### config.mk
export PLATFORM = sky130hd
export DESIGN_NAME = fifo_fwft_prog_flat
export DESIGN_NICKNAME = d
export VERILOG_FILES = /design/src/rtl/fifo_fwft_prog_if.sv /design/src/rtl/fifo_fwft_prog.sv /design/src/flat_wrapper.sv
export SDC_FILE = /design/constraint.sdc
export NUM_CORES = 1
export LEC_CHECK = 0
export CORE_MARGIN = 2
export CORE_UTILIZATION = 65
export DETAILED_ROUTE_END_ITERATION = 7
export DONT_BUFFER_PORTS = 1
export PLACE_DENSITY = 0.81
export SLEW_MARGIN = 25
export SYNTH_ARGS = -nofsm -noshare
export SYNTH_HDL_FRONTEND = slang
export SYNTH_SLANG_ARGS = --single-unit
### constraint.sdc
create_clock -name clk -period 16.59 [get_ports clk]
set_clock_uncertainty 0.2 [all_clocks]
set_input_delay 0 -clock clk [delete_from_list [all_inputs] [get_ports clk]]
set_output_delay 0 -clock clk [all_outputs]
set_load 0.1 [all_outputs]
### src/rtl/fifo_fwft_prog_if.sv
// Stream handshake bundle for fifo_fwft_prog: write side and read side of the queue.
// The master modport belongs to whoever produces writes and consumes reads.
interface fifo_fwft_prog_if #(
  parameter int DATA_WIDTH = 64
);
  logic                  s_write_req;
  logic [DATA_WIDTH-1:0] s_write_data;
  logic                  s_write_ready;
  logic                  s_read_req;
  logic [DATA_WIDTH-1:0] s_read_data;
  logic                  s_read_ready;

  modport master (
    output s_write_req, s_write_data, s_read_req,
    input  s_write_ready, s_read_data, s_read_ready
  );

  modport slave (
    input  s_write_req, s_write_data, s_read_req,
    output s_write_ready, s_read_data, s_read_ready
  );
endinterface

### src/rtl/fifo_fwft_prog.sv
// Synchronous FIFO with selectable first-word-fall-through or registered read,
// programmable almost-full/almost-empty flags, occupancy count, flush and sticky error flags.
module fifo_fwft_prog #(
  parameter int    DATA_WIDTH = 64,
  parameter int    ADDR_WIDTH = 4,
  parameter int    RAM_DEPTH  = 1 << ADDR_WIDTH,
  parameter int    FWFT       = 1,
  parameter int    AF_THRESH  = RAM_DEPTH - 4,
  parameter int    AE_THRESH  = 4,
  parameter string TYPE       = "distributed"
) (
  input  logic                  clk,
  input  logic                  reset,
  input  logic                  flush_i,
  input  logic                  clear_err_i,
  fifo_fwft_prog_if.slave       bus,
  output logic [ADDR_WIDTH:0]   count_o,
  output logic                  almost_full_o,
  output logic                  almost_empty_o,
  output logic                  overflow_o,
  output logic                  underflow_o
);

  localparam int CW = ADDR_WIDTH + 1;
  localparam logic [CW-1:0] DEPTH_C = CW'(RAM_DEPTH);
  localparam logic [CW-1:0] AF_C    = CW'(AF_THRESH);
  localparam logic [CW-1:0] AE_C    = CW'(AE_THRESH);

  if (RAM_DEPTH != (1 << ADDR_WIDTH) || RAM_DEPTH < 4 || TYPE == "") begin : g_bad_params
    $error("fifo_fwft_prog: RAM_DEPTH must equal 1<<ADDR_WIDTH and be at least 4");
  end

  (* ram_style = TYPE *) logic [DATA_WIDTH-1:0] mem_q [RAM_DEPTH];

  logic [ADDR_WIDTH-1:0] wrPtr_q, wrPtr_d;
  logic [ADDR_WIDTH-1:0] rdPtr_q, rdPtr_d;
  logic [CW-1:0]         count_q, count_d;
  logic [DATA_WIDTH-1:0] rdData_q, rdData_d;
  logic                  valid_q, valid_d;
  logic                  af_q, af_d;
  logic                  ae_q, ae_d;
  logic                  ovf_q, ovf_d;
  logic                  udf_q, udf_d;

  logic          writeReady;
  logic          readReady;
  logic          pop;
  logic          writeAccept;
  logic          advance;
  logic [CW-1:0] ramWords;

  // In FWFT mode readiness means the output register holds the head word;
  // a write at full is still taken when the same edge pops a word.
  assign writeReady  = (count_q < DEPTH_C);
  assign readReady   = (FWFT != 0) ? valid_q : (count_q != '0);
  assign pop         = bus.s_read_req && readReady && !flush_i;
  assign writeAccept = bus.s_write_req && (writeReady || pop) && !flush_i;
  assign ramWords    = count_q - CW'(valid_q);

  always_comb begin
    wrPtr_d  = wrPtr_q;
    rdPtr_d  = rdPtr_q;
    rdData_d = rdData_q;
    valid_d  = valid_q;
    advance  = 1'b0;

    if (FWFT != 0) begin
      if ((ramWords != '0) && (!valid_q || pop)) begin
        advance = 1'b1;
        valid_d = 1'b1;
      end else if (pop) begin
        valid_d = 1'b0;
      end
    end else begin
      advance = pop;
    end

    if (advance && !flush_i) begin
      rdData_d = mem_q[rdPtr_q];
      rdPtr_d  = rdPtr_q + ADDR_WIDTH'(1);
    end
    if (writeAccept) begin
      wrPtr_d = wrPtr_q + ADDR_WIDTH'(1);
    end
    count_d = count_q + CW'(writeAccept) - CW'(pop);

    ovf_d = (ovf_q && !clear_err_i) || (bus.s_write_req && !writeAccept && !flush_i);
    udf_d = (udf_q && !clear_err_i) || (bus.s_read_req && !readReady && !flush_i);

    // Flush empties the queue but leaves the last presented word and the error history.
    if (flush_i) begin
      wrPtr_d  = '0;
      rdPtr_d  = '0;
      count_d  = '0;
      valid_d  = 1'b0;
      rdData_d = rdData_q;
    end

    af_d = (count_d >= AF_C);
    ae_d = (count_d <= AE_C);
  end

  always_ff @(posedge clk) begin
    if (reset) begin
      wrPtr_q  <= '0;
      rdPtr_q  <= '0;
      count_q  <= '0;
      rdData_q <= '0;
      valid_q  <= 1'b0;
      af_q     <= 1'b0;
      ae_q     <= 1'b1;
      ovf_q    <= 1'b0;
      udf_q    <= 1'b0;
    end else begin
      wrPtr_q  <= wrPtr_d;
      rdPtr_q  <= rdPtr_d;
      count_q  <= count_d;
      rdData_q <= rdData_d;
      valid_q  <= valid_d;
      af_q     <= af_d;
      ae_q     <= ae_d;
      ovf_q    <= ovf_d;
      udf_q    <= udf_d;
    end
  end

  // Storage is never cleared; stale words are unreachable once the pointers reset.
  always_ff @(posedge clk) begin
    if (writeAccept) begin
      mem_q[wrPtr_q] <= bus.s_write_data;
    end
  end

  assign bus.s_write_ready = writeReady;
  assign bus.s_read_ready  = readReady;
  assign bus.s_read_data   = rdData_q;
  assign count_o           = count_q;
  assign almost_full_o     = af_q;
  assign almost_empty_o    = ae_q;
  assign overflow_o        = ovf_q;
  assign underflow_o       = udf_q;

endmodule

### src/flat_wrapper.sv
// flat-port wrapper written by rule: the top's interface ports become plain ports
module fifo_fwft_prog_flat 
#(
  parameter int    DATA_WIDTH = 64,
  parameter int    ADDR_WIDTH = 4,
  parameter int    RAM_DEPTH  = 1 << ADDR_WIDTH,
  parameter int    FWFT       = 1,
  parameter int    AF_THRESH  = RAM_DEPTH - 4,
  parameter int    AE_THRESH  = 4,
  parameter string TYPE       = "           "
)
  (clk, reset, flush_i, clear_err_i, count_o, almost_full_o, almost_empty_o, overflow_o, underflow_o, bus_s_write_req, bus_s_write_data, bus_s_read_req, bus_s_write_ready, bus_s_read_data, bus_s_read_ready);
  fifo_fwft_prog_if #(.DATA_WIDTH(DATA_WIDTH)) bus_i ();
  input  logic clk;
  input  logic reset;
  input  logic flush_i;
  input  logic clear_err_i;
  output logic [ADDR_WIDTH:0] count_o;
  output logic almost_full_o;
  output logic almost_empty_o;
  output logic overflow_o;
  output logic underflow_o;
  input wire logic [$bits(bus_i.s_write_req)-1:0] bus_s_write_req;
  input wire logic [$bits(bus_i.s_write_data)-1:0] bus_s_write_data;
  input wire logic [$bits(bus_i.s_read_req)-1:0] bus_s_read_req;
  output wire logic [$bits(bus_i.s_write_ready)-1:0] bus_s_write_ready;
  output wire logic [$bits(bus_i.s_read_data)-1:0] bus_s_read_data;
  output wire logic [$bits(bus_i.s_read_ready)-1:0] bus_s_read_ready;
  assign bus_i.s_write_req = bus_s_write_req;
  assign bus_i.s_write_data = bus_s_write_data;
  assign bus_i.s_read_req = bus_s_read_req;
  assign bus_s_write_ready = bus_i.s_write_ready;
  assign bus_s_read_data = bus_i.s_read_data;
  assign bus_s_read_ready = bus_i.s_read_ready;
  fifo_fwft_prog #(.DATA_WIDTH(DATA_WIDTH), .ADDR_WIDTH(ADDR_WIDTH), .RAM_DEPTH(RAM_DEPTH), .FWFT(FWFT), .AF_THRESH(AF_THRESH), .AE_THRESH(AE_THRESH), .TYPE(TYPE)) u_core (.clk(clk), .reset(reset), .flush_i(flush_i), .clear_err_i(clear_err_i), .bus(bus_i), .count_o(count_o), .almost_full_o(almost_full_o), .almost_empty_o(almost_empty_o), .overflow_o(overflow_o), .underflow_o(underflow_o));
endmodule
==> results of run 1 <==
stage by stage:
step / hold slack (ns) / worst slack (ns) / util (%) / cells / total power (W)
final: 0.0847 / 12.10 / 74.3 / 2907 / 0.00629
after global routing: 0.0740 / 11.82 / 74.3 / 2906 / 0.00644
after CTS: 0.0191 / 11.65 / 74.1 / 2899 / 0.00631
after detailed placement: -0.123 / 11.74 / 67.2 / 2628 / 0.00378
after global placement: -0.126 / 11.80 / 67.2 / 2628 / 0.00377
after floorplan: -0.128 / 9.50 / - / 1838 / 0.00371
per-layer routing:
layer | global-route usage (%) | vias to the layer above | share of wire, %
met4 | 12.8 | 4 | 3.8
met1 | 39.8 | 10700 | 35
met2 | 51.0 | 1505 | 51
met5 | 0 | - | 0.026
met3 | 7.59 | 261 | 10
li1 | - | 8049 | -
cell type report:
| type | instances | area (sq um) | area share (%) |
|---|---|---|---|
| flip-flops and latches | 1106 | 32400 | 69.3 |
| multi-input cells | 614 | 8440 | 18.0 |
| clock buffers | 133 | 2760 | 5.91 |
| repair buffers | 122 | 1190 | 2.54 |
| well taps | 846 | 1060 | 2.26 |
| clock inverters | 64 | 836 | 1.79 |
| inverters | 17 | 63.8 | 0.136 |
| diodes | 5 | 12.5 | 0.0268 |
worst max path at each step:
stage,from,end,depth (start not counted)
6_report,u_core.bus.s_read_ready$_SDFFE_PP0P_,u_core.mem_q[0][3]$_DFFE_PP_,6
2_1_floorplan,u_core.bus.s_read_ready$_SDFFE_PP0P_,u_core.mem_q[3][0]$_DFFE_PP_,4
3_3_place_gp,u_core.bus.s_read_ready$_SDFFE_PP0P_,u_core.mem_q[0][62]$_DFFE_PP_,6
3_5_place_dp,u_core.bus.s_read_ready$_SDFFE_PP0P_,u_core.mem_q[0][62]$_DFFE_PP_,6
4_1_cts,u_core.bus.s_read_ready$_SDFFE_PP0P_,u_core.mem_q[0][11]$_DFFE_PP_,6
5_1_grt,u_core.bus.s_read_ready$_SDFFE_PP0P_,u_core.mem_q[0][2]$_DFFE_PP_,6
report_power, final:
group	internal [W]	switching, W
sequential	0.00308	0.000244
combinational	0.000224	0.000227
clock	0.00147	0.00105
cells in the final DEF, fill, tap and decap left out, types with 3 or more instances in the layout:
cell	netlist	final
sky130_fd_sc_hd__a21oi_1	8	7
sky130_fd_sc_hd__a22o_1	9	9
sky130_fd_sc_hd__a22o_2	55	55
sky130_fd_sc_hd__a22oi_1	128	128
sky130_fd_sc_hd__buf_16	0	3
sky130_fd_sc_hd__buf_4	21	43
sky130_fd_sc_hd__bufinv_16	0	18
sky130_fd_sc_hd__clkbuf_1	40	25
sky130_fd_sc_hd__clkbuf_16	0	105
sky130_fd_sc_hd__clkbuf_8	0	3
sky130_fd_sc_hd__clkinv_1	0	11
sky130_fd_sc_hd__clkinv_2	0	22
sky130_fd_sc_hd__clkinv_4	0	3
sky130_fd_sc_hd__clkinvlp_4	0	3
sky130_fd_sc_hd__dfxtp_1	82	73
sky130_fd_sc_hd__dfxtp_2	0	7
sky130_fd_sc_hd__diode_2	0	5
sky130_fd_sc_hd__dlygate4sd3_1	0	74
sky130_fd_sc_hd__edfxtp_1	1024	1024
sky130_fd_sc_hd__ha_1	13	13
sky130_fd_sc_hd__inv_1	17	17
sky130_fd_sc_hd__inv_16	0	3
sky130_fd_sc_hd__inv_6	0	4
sky130_fd_sc_hd__mux4_2	256	256
sky130_fd_sc_hd__nand2_1	71	71
sky130_fd_sc_hd__nand2b_1	4	4
sky130_fd_sc_hd__nor2_1	30	17
sky130_fd_sc_hd__nor2_4	0	13
sky130_fd_sc_hd__nor3_2	0	4
sky130_fd_sc_hd__xnor2_1	6	6
sky130_fd_sc_hd__xor2_1	4	4
worst max-delay path: cells and delay by family, from the launching register on:
kind / cells / cell delay, ns
AND/OR/NAND/NOR: 3 / 1.66
AO/OA/AOI/OAI: 1 / 0.31
flip-flops: 1 / 0.71
buffers and inverters: 2 / 1.19
what timing repair did:
item / 4_1_cts / 5_1_grt
gates resized for setup: 0 / 0
hold buffers: 74 / 0
hold endpoints to repair: 1148 / 0
registers in the layout, indices dropped and copies added, names as in the netlist:
name and count:
u_core.mem_q 1024, u_core.bus.s_read_data 64, u_core.count_o 5, u_core.rdPtr_q 4, u_core.wrPtr_q 4, u_core.almost_empty_o 1, u_core.almost_full_o 1, u_core.bus.s_read_ready 1
u_core.overflow_o 1, u_core.underflow_o 1
cells by family after synthesis:
kind of cell    count (synthesis)
compound gates                210
xor+xnor                       10
fa+ha+maj                      14
buf+inv                       118
flops                        1106
mux                           258
simple gates                  122
==> flow_metrics.py, run 1 <==
metrics = {
    "run_status": {
        "outcome": "completed",
    },
    "synthesis": {
        "synthTopCellsByCount": "1024 x sky130_fd_sc_hd__edfxtp_1, 256 x sky130_fd_sc_hd__mux4_2, 128 x sky130_fd_sc_hd__a22oi_1, 82 x sky130_fd_sc_hd__dfxtp_1, 71 x sky130_fd_sc_hd__nand2_1",
        "synth-seq-area-share_pct": 78.5,
        "synthesis.area_sq_um": 41300,
        "synth-xor-area-share_pct": 0.212,
        "synth_cell_type_count": 40,
        "synth_compound_gate_area_share_pct": 4.15,
        "synth_simple_gate_area_share_pct": 1.27,
        "synth_top_cells_by_area": "sky130_fd_sc_hd__edfxtp_1 74%, sky130_fd_sc_hd__mux4_2 14%, sky130_fd_sc_hd__dfxtp_1 4.0%",
        "synth.avg_cell_area_sq_um": 22.5,
        "yosys_warnings": 0,
        "adder_and_majority_gate_portion_of_the_synthesized_area_pct": 0.442,
        "syn_inst": 1838,
        "synth.largest_area_cell": "sky130_fd_sc_hd__edfxtp_1",
        "top_area_cell_type_share_of_the_netlist_area_pct": 74.5,
        "synth.net_count": 1922,
        "combinational_family_with_the_most_area_after_synthesis": "multiplexers",
        "synth_edf_count": 1024,
        "synthMuxAreaShare_pct": 14.0,
        "synth-async-reset-ratio_pct": 0,
        "synth_flop_cell": "sky130_fd_sc_hd__edfxtp_1",
        "ys_seq_elements": 1106,
        "yosys.cell_count.top_type": "sky130_fd_sc_hd__edfxtp_1",
    },
    "routing": {
        "num_vias": 20500,
        "antenna_left": 0,
        "drt_iter0_drc": 2862,
        "post_drt_via_cell_ratio": 7.05,
        "drc": 0,
        "dr.pass1.iters": 7,
        "avgRoutedWirePerCell_microns": 34.1,
        "postRouteWirelength_microns": 99000,
    },
    "clock_tree": {
        "cts_max_path_buffers": 3,
        "tritoncts": "built",
        "numCtsBuffers": 104,
        "clk_transition_reported_paths_ns": 0.06,
        "htreeDepth": 3,
        "clock_sinks": 1106,
        "clk-insertion-delay-late_ns": 0.68,
        "cts-root-buf": "sky130_fd_sc_hd__clkbuf_16",
        "post-cts-setup-buffer-count": 0,
    },
    "sta": {
        "period_share_pct": 27.0,
        "timing_hold_violations_final": 0,
        "slew_headroom_pct": 25.8,
        "timing.fmax_mhz": 223,
        "final.min_clock_period_ns": 4.49,
        "worst_slew_pin_slew_ns": 1.11,
        "timing.final.setup_violations": 0,
        "setup-tns-final_ns": 0,
        "grt_setup_unrepaired": "false",
        "maxSlewViolCount": 0,
    },
    "min_path": {
        "beginning_of_the_worst_hold_path": "bus_s_write_data[55]",
        "worst_hold_path.endpoint": "u_core.mem_q[7][55]$_DFFE_PP_",
        "holdPathStages": 1,
        "min_path_type": "input pin to flip-flop",
    },
    "grt": {
        "via_count_of_the_first_global_routing_pass": 21200,
        "groute.usage.overall_pct": 30.8,
        "antenna_found_initial": 6,
        "grt_start_max_net_pins": 112,
        "grt_pass1_wl_microns": 145000,
        "globalRouteOverflowTotal": 0,
    },
    "critical_path": {
        "category_of_the_worst_setup_path_launch_point": "flip-flop",
        "regToRegSetupSlack_ns": 12.10,
        "cp_common_cell": "sky130_fd_sc_hd__buf_4",
        "cp.required_ns": 16.68,
        "worstSetupPathType": "flip-flop to flip-flop",
        "crit_path_cell_trace": "a21boi_0, nor3b_2, nand2_1, nor3_2, buf_4, buf_4",
        "crit_path_max_fanout": 44,
        "critical_path.slowest_cell": "sky130_fd_sc_hd__buf_4",
        "critPathMaxStageDelay_ns": 0.75,
        "worst_setup_path_end_kind": "flip-flop",
        "worstRegToRegCells": 6,
        "worstReg2RegStart": "u_core.bus.s_read_ready$_SDFFE_PP0P_",
        "worstPathArrival_ns": 4.58,
        "r2r-end": "u_core.mem_q[0][3]$_DFFE_PP_",
    },
    "floorplan": {
        "dieWidth_microns": 256,
        "die_area_sq_um": 65600,
        "die_height_microns": 256,
        "io_pins": 145,
        "floorplan.initialDensity_pct": 65.6,
        "design.core.area_sq_um": 63000,
        "fp-row-count": 92,
    },
    "place": {
        "placed_cell_area_sq_um": 42300,
        "dp.final_hpwl_microns": 45000,
        "io_buffers": 0,
        "gpl.final_weighted_congestion": 0.798,
    },
    "layout": {
        "fillerInstances": 3199,
        "num-nets-final": 2049,
        "syn2layout_area_growth_pct": 13.3,
        "layout-drive-gt1-share_pct": 26.9,
        "design_area_sq_um": 46800,
    },
    "run": {
        "maxCapViolations": 0,
    },
    "pwr": {
        "total_leakage_power_nw": 14.6,
        "power-per-cell-area_nw_per_um2": 135,
        "ir_worst_vdd_v": 0.000115,
    },
}
Power figures use the tool's default switching activity.
==> run 2, diff against run 1 <==
- CORE_UTILIZATION: 65 -> 63
- PLACE_DENSITY: 0.81 -> 0.79
- clock period: 16.59 -> 4.6 ns (I/O delays scaled with it)
==> flow_metrics.py, run 2 (synthesis results as in run 1) <==
metrics = {
    "critical_path": {
        "worstRegToRegCells": 6,
        "source_of_the_critical_timing_path": "u_core.bus.s_read_ready$_SDFFE_PP0P_",
        "worstSetupPathType": "flip-flop to flip-flop",
        "worstReg2RegStart": "u_core.bus.s_read_ready$_SDFFE_PP0P_",
        "worst_setup_path_end_kind": "flip-flop",
        "crit_path_max_fanout": 19,
        "setup.worst_path.end": "u_core.mem_q[9][43]$_DFFE_PP_",
        "regToRegSetupSlack_ns": 0.90,
        "cp.required_ns": 4.76,
        "worstPathArrival_ns": 3.87,
        "r2r-end": "u_core.mem_q[9][43]$_DFFE_PP_",
        "category_of_the_worst_setup_path_launch_point": "flip-flop",
    },
    "pwr": {
        "p_comb_share_pct": 7.7,
        "internal_power_w": 0.0174,
        "p_sw_w": 0.00558,
        "power.total_w": 0.0230,
        "power.share.clock_pct": 40.3,
        "seqPwrFrac_pct": 52.1,
        "power.switching_fraction_pct": 24.3,
        "power-per-cell-area_nw_per_um2": 486,
        "ir_worst_vdd_v": 0.000414,
        "total_leakage_power_nw": 14.8,
    },
    "layout": {
        "layout-drive-gt1-share_pct": 27.9,
        "mostFrequentLayoutCells": "1024 x sky130_fd_sc_hd__edfxtp_1, 256 x sky130_fd_sc_hd__mux4_2, 128 x sky130_fd_sc_hd__a22oi_1",
        "num-nets-final": 2066,
        "top_register": "u_core.mem_q",
        "fillerInstances": 3376,
        "largest_register_ffs": 1024,
        "syn2layout_area_growth_pct": 14.6,
        "layout.cells.most_common": "sky130_fd_sc_hd__edfxtp_1",
    },
    "floorplan": {
        "die_height_microns": 260,
        "dieWidth_microns": 260,
        "design.core.area_sq_um": 64600,
        "die_area_sq_um": 67600,
        "floorplan.initialDensity_pct": 63.9,
        "fp-row-count": 93,
        "io_pins": 145,
    },
    "sta": {
        "grt_setup_unrepaired": "false",
        "timing_hold_violations_final": 0,
        "final.min_clock_period_ns": 3.70,
        "period_share_pct": 80.5,
        "timing.fmax_mhz": 270,
        "slew_headroom_pct": 28.9,
        "hold-worst-slack_ns": 0.0931,
        "maxSlewViolCount": 0,
        "worst_slew_pin_slew_ns": 1.07,
        "timing.final.setup_violations": 0,
    },
    "routing": {
        "num_vias": 20200,
        "post_drt_via_cell_ratio": 6.87,
        "drc": 0,
        "postRouteWirelength_microns": 96500,
        "drt_iter0_drc": 2474,
        "avgRoutedWirePerCell_microns": 32.9,
        "dr.pass1.iters": 6,
        "antenna_left": 0,
    },
    "clock_tree": {
        "cts-root-buf": "sky130_fd_sc_hd__clkbuf_16",
        "clk-insertion-delay-late_ns": 0.70,
        "cts_max_path_buffers": 3,
        "clk_transition_reported_paths_ns": 0.07,
        "postCtsHoldBufs": 75,
        "tritoncts": "built",
        "htreeDepth": 3,
        "clock_sinks": 1106,
        "cts.repair.resized": 0,
        "post-cts-setup-buffer-count": 0,
        "numCtsBuffers": 105,
    },
    "grt": {
        "groute.usage.overall_pct": 29.5,
        "antenna_found_initial": 16,
        "globalRouteOverflowTotal": 0,
        "grt_pass1_wl_microns": 143000,
        "grt_start_max_net_pins": 65,
        "via_count_of_the_first_global_routing_pass": 21100,
    },
    "place": {
        "gpl.final_weighted_congestion": 0.833,
        "io_buffers": 0,
        "dp.final_hpwl_microns": 49600,
    },
    "run_status": {
        "outcome": "completed",
    },
    "run": {
        "maxCapViolations": 0,
    },
    "min_path": {
        "min_path_type": "input pin to flip-flop",
    },
}
## run 2: changes by cell type in the layout (fill, tap and decap cells not counted), sizes merged, moves of 4 or more
cell	change
buf	+15
clkbuf	-15
clkinv	+13
clkinvlp	+4
## run 2: worst min path at each step
stage | startpoint | end | slack [ns] | cells after the start
final | bus_s_write_data[28] | u_core.mem_q[6][28]$_DFFE_PP_ | 0.09 | 1
after global routing | bus_s_write_data[28] | u_core.mem_q[1][28]$_DFFE_PP_ | 0.09 | 1
after CTS | bus_s_read_req | u_core.bus.s_read_ready$_SDFFE_PP0P_ | 0.007 | 4
after detailed placement | reset | u_core.overflow_o$_SDFF_PP0_ | -0.12 | 1
after global placement | reset | u_core.underflow_o$_SDFF_PP0_ | -0.13 | 1
after floorplan | reset | u_core.overflow_o$_SDFF_PP0_ | -0.13 | 1
## run 2: layer usage
| metal | track usage (%) | vias to the layer above | routed length, microns |
|---|---|---|---|
| met3 | 5.96 | 192 | 8100 |
| met4 | 9.21 | 16 | 2640 |
| met1 | 39.4 | 10700 | 35400 |
| met5 | 0 | - | 101 |
| met2 | 49.5 | 1232 | 50300 |
| li1 | - | 8076 | - |
## run 2: area by class of cell
| type | instances | area [sq um] | area share, % |
|---|---|---|---|
| well taps | 855 | 1070 | 2.26 |
| multi-input cells | 614 | 8460 | 17.9 |
| clock buffers | 118 | 2720 | 5.74 |
| inverters | 17 | 63.8 | 0.135 |
| diodes | 7 | 17.5 | 0.0370 |
| repair buffers | 138 | 1540 | 3.25 |
| flip-flops and latches | 1106 | 32400 | 68.5 |
| clock inverters | 81 | 1030 | 2.18 |
## run 2: worst max-delay path, stage by stage, from the launching register on
cell and delay, ns:
sky130_fd_sc_hd__dfxtp_1 0.31, sky130_fd_sc_hd__buf_4 0.32, sky130_fd_sc_hd__a21boi_0 0.22, sky130_fd_sc_hd__nor3b_2 0.74, sky130_fd_sc_hd__nand2_1 0.46, sky130_fd_sc_hd__nor2_4 0.69
sky130_fd_sc_hd__buf_4 0.42
## run 2: power groups by stage
stage | sequential (W) | clock, W | combinational (W)
after floorplan | 0.0121 | 0 | 0.00125
after global placement | 0.0122 | 0 | 0.00153
after detailed placement | 0.0122 | 0 | 0.00155
after CTS | 0.0120 | 0.00933 | 0.00178
after global routing | 0.0120 | 0.00969 | 0.00188
final | 0.0120 | 0.00925 | 0.00176
## run 2: metrics by stage
step	std cells	area (sq um)	setup WS [ns]	util (%)	TNS (ns)
finish	2936	47300	0.897	73.2	0
detailed placement	2653	42700	0.978	66.2	0
CTS	2927	47200	0.919	73.1	0
global placement	2652	42700	1.02	66.1	0
floorplan	1838	41300	-0.774	-	-650.50
global route	2933	47300	0.761	73.2	0
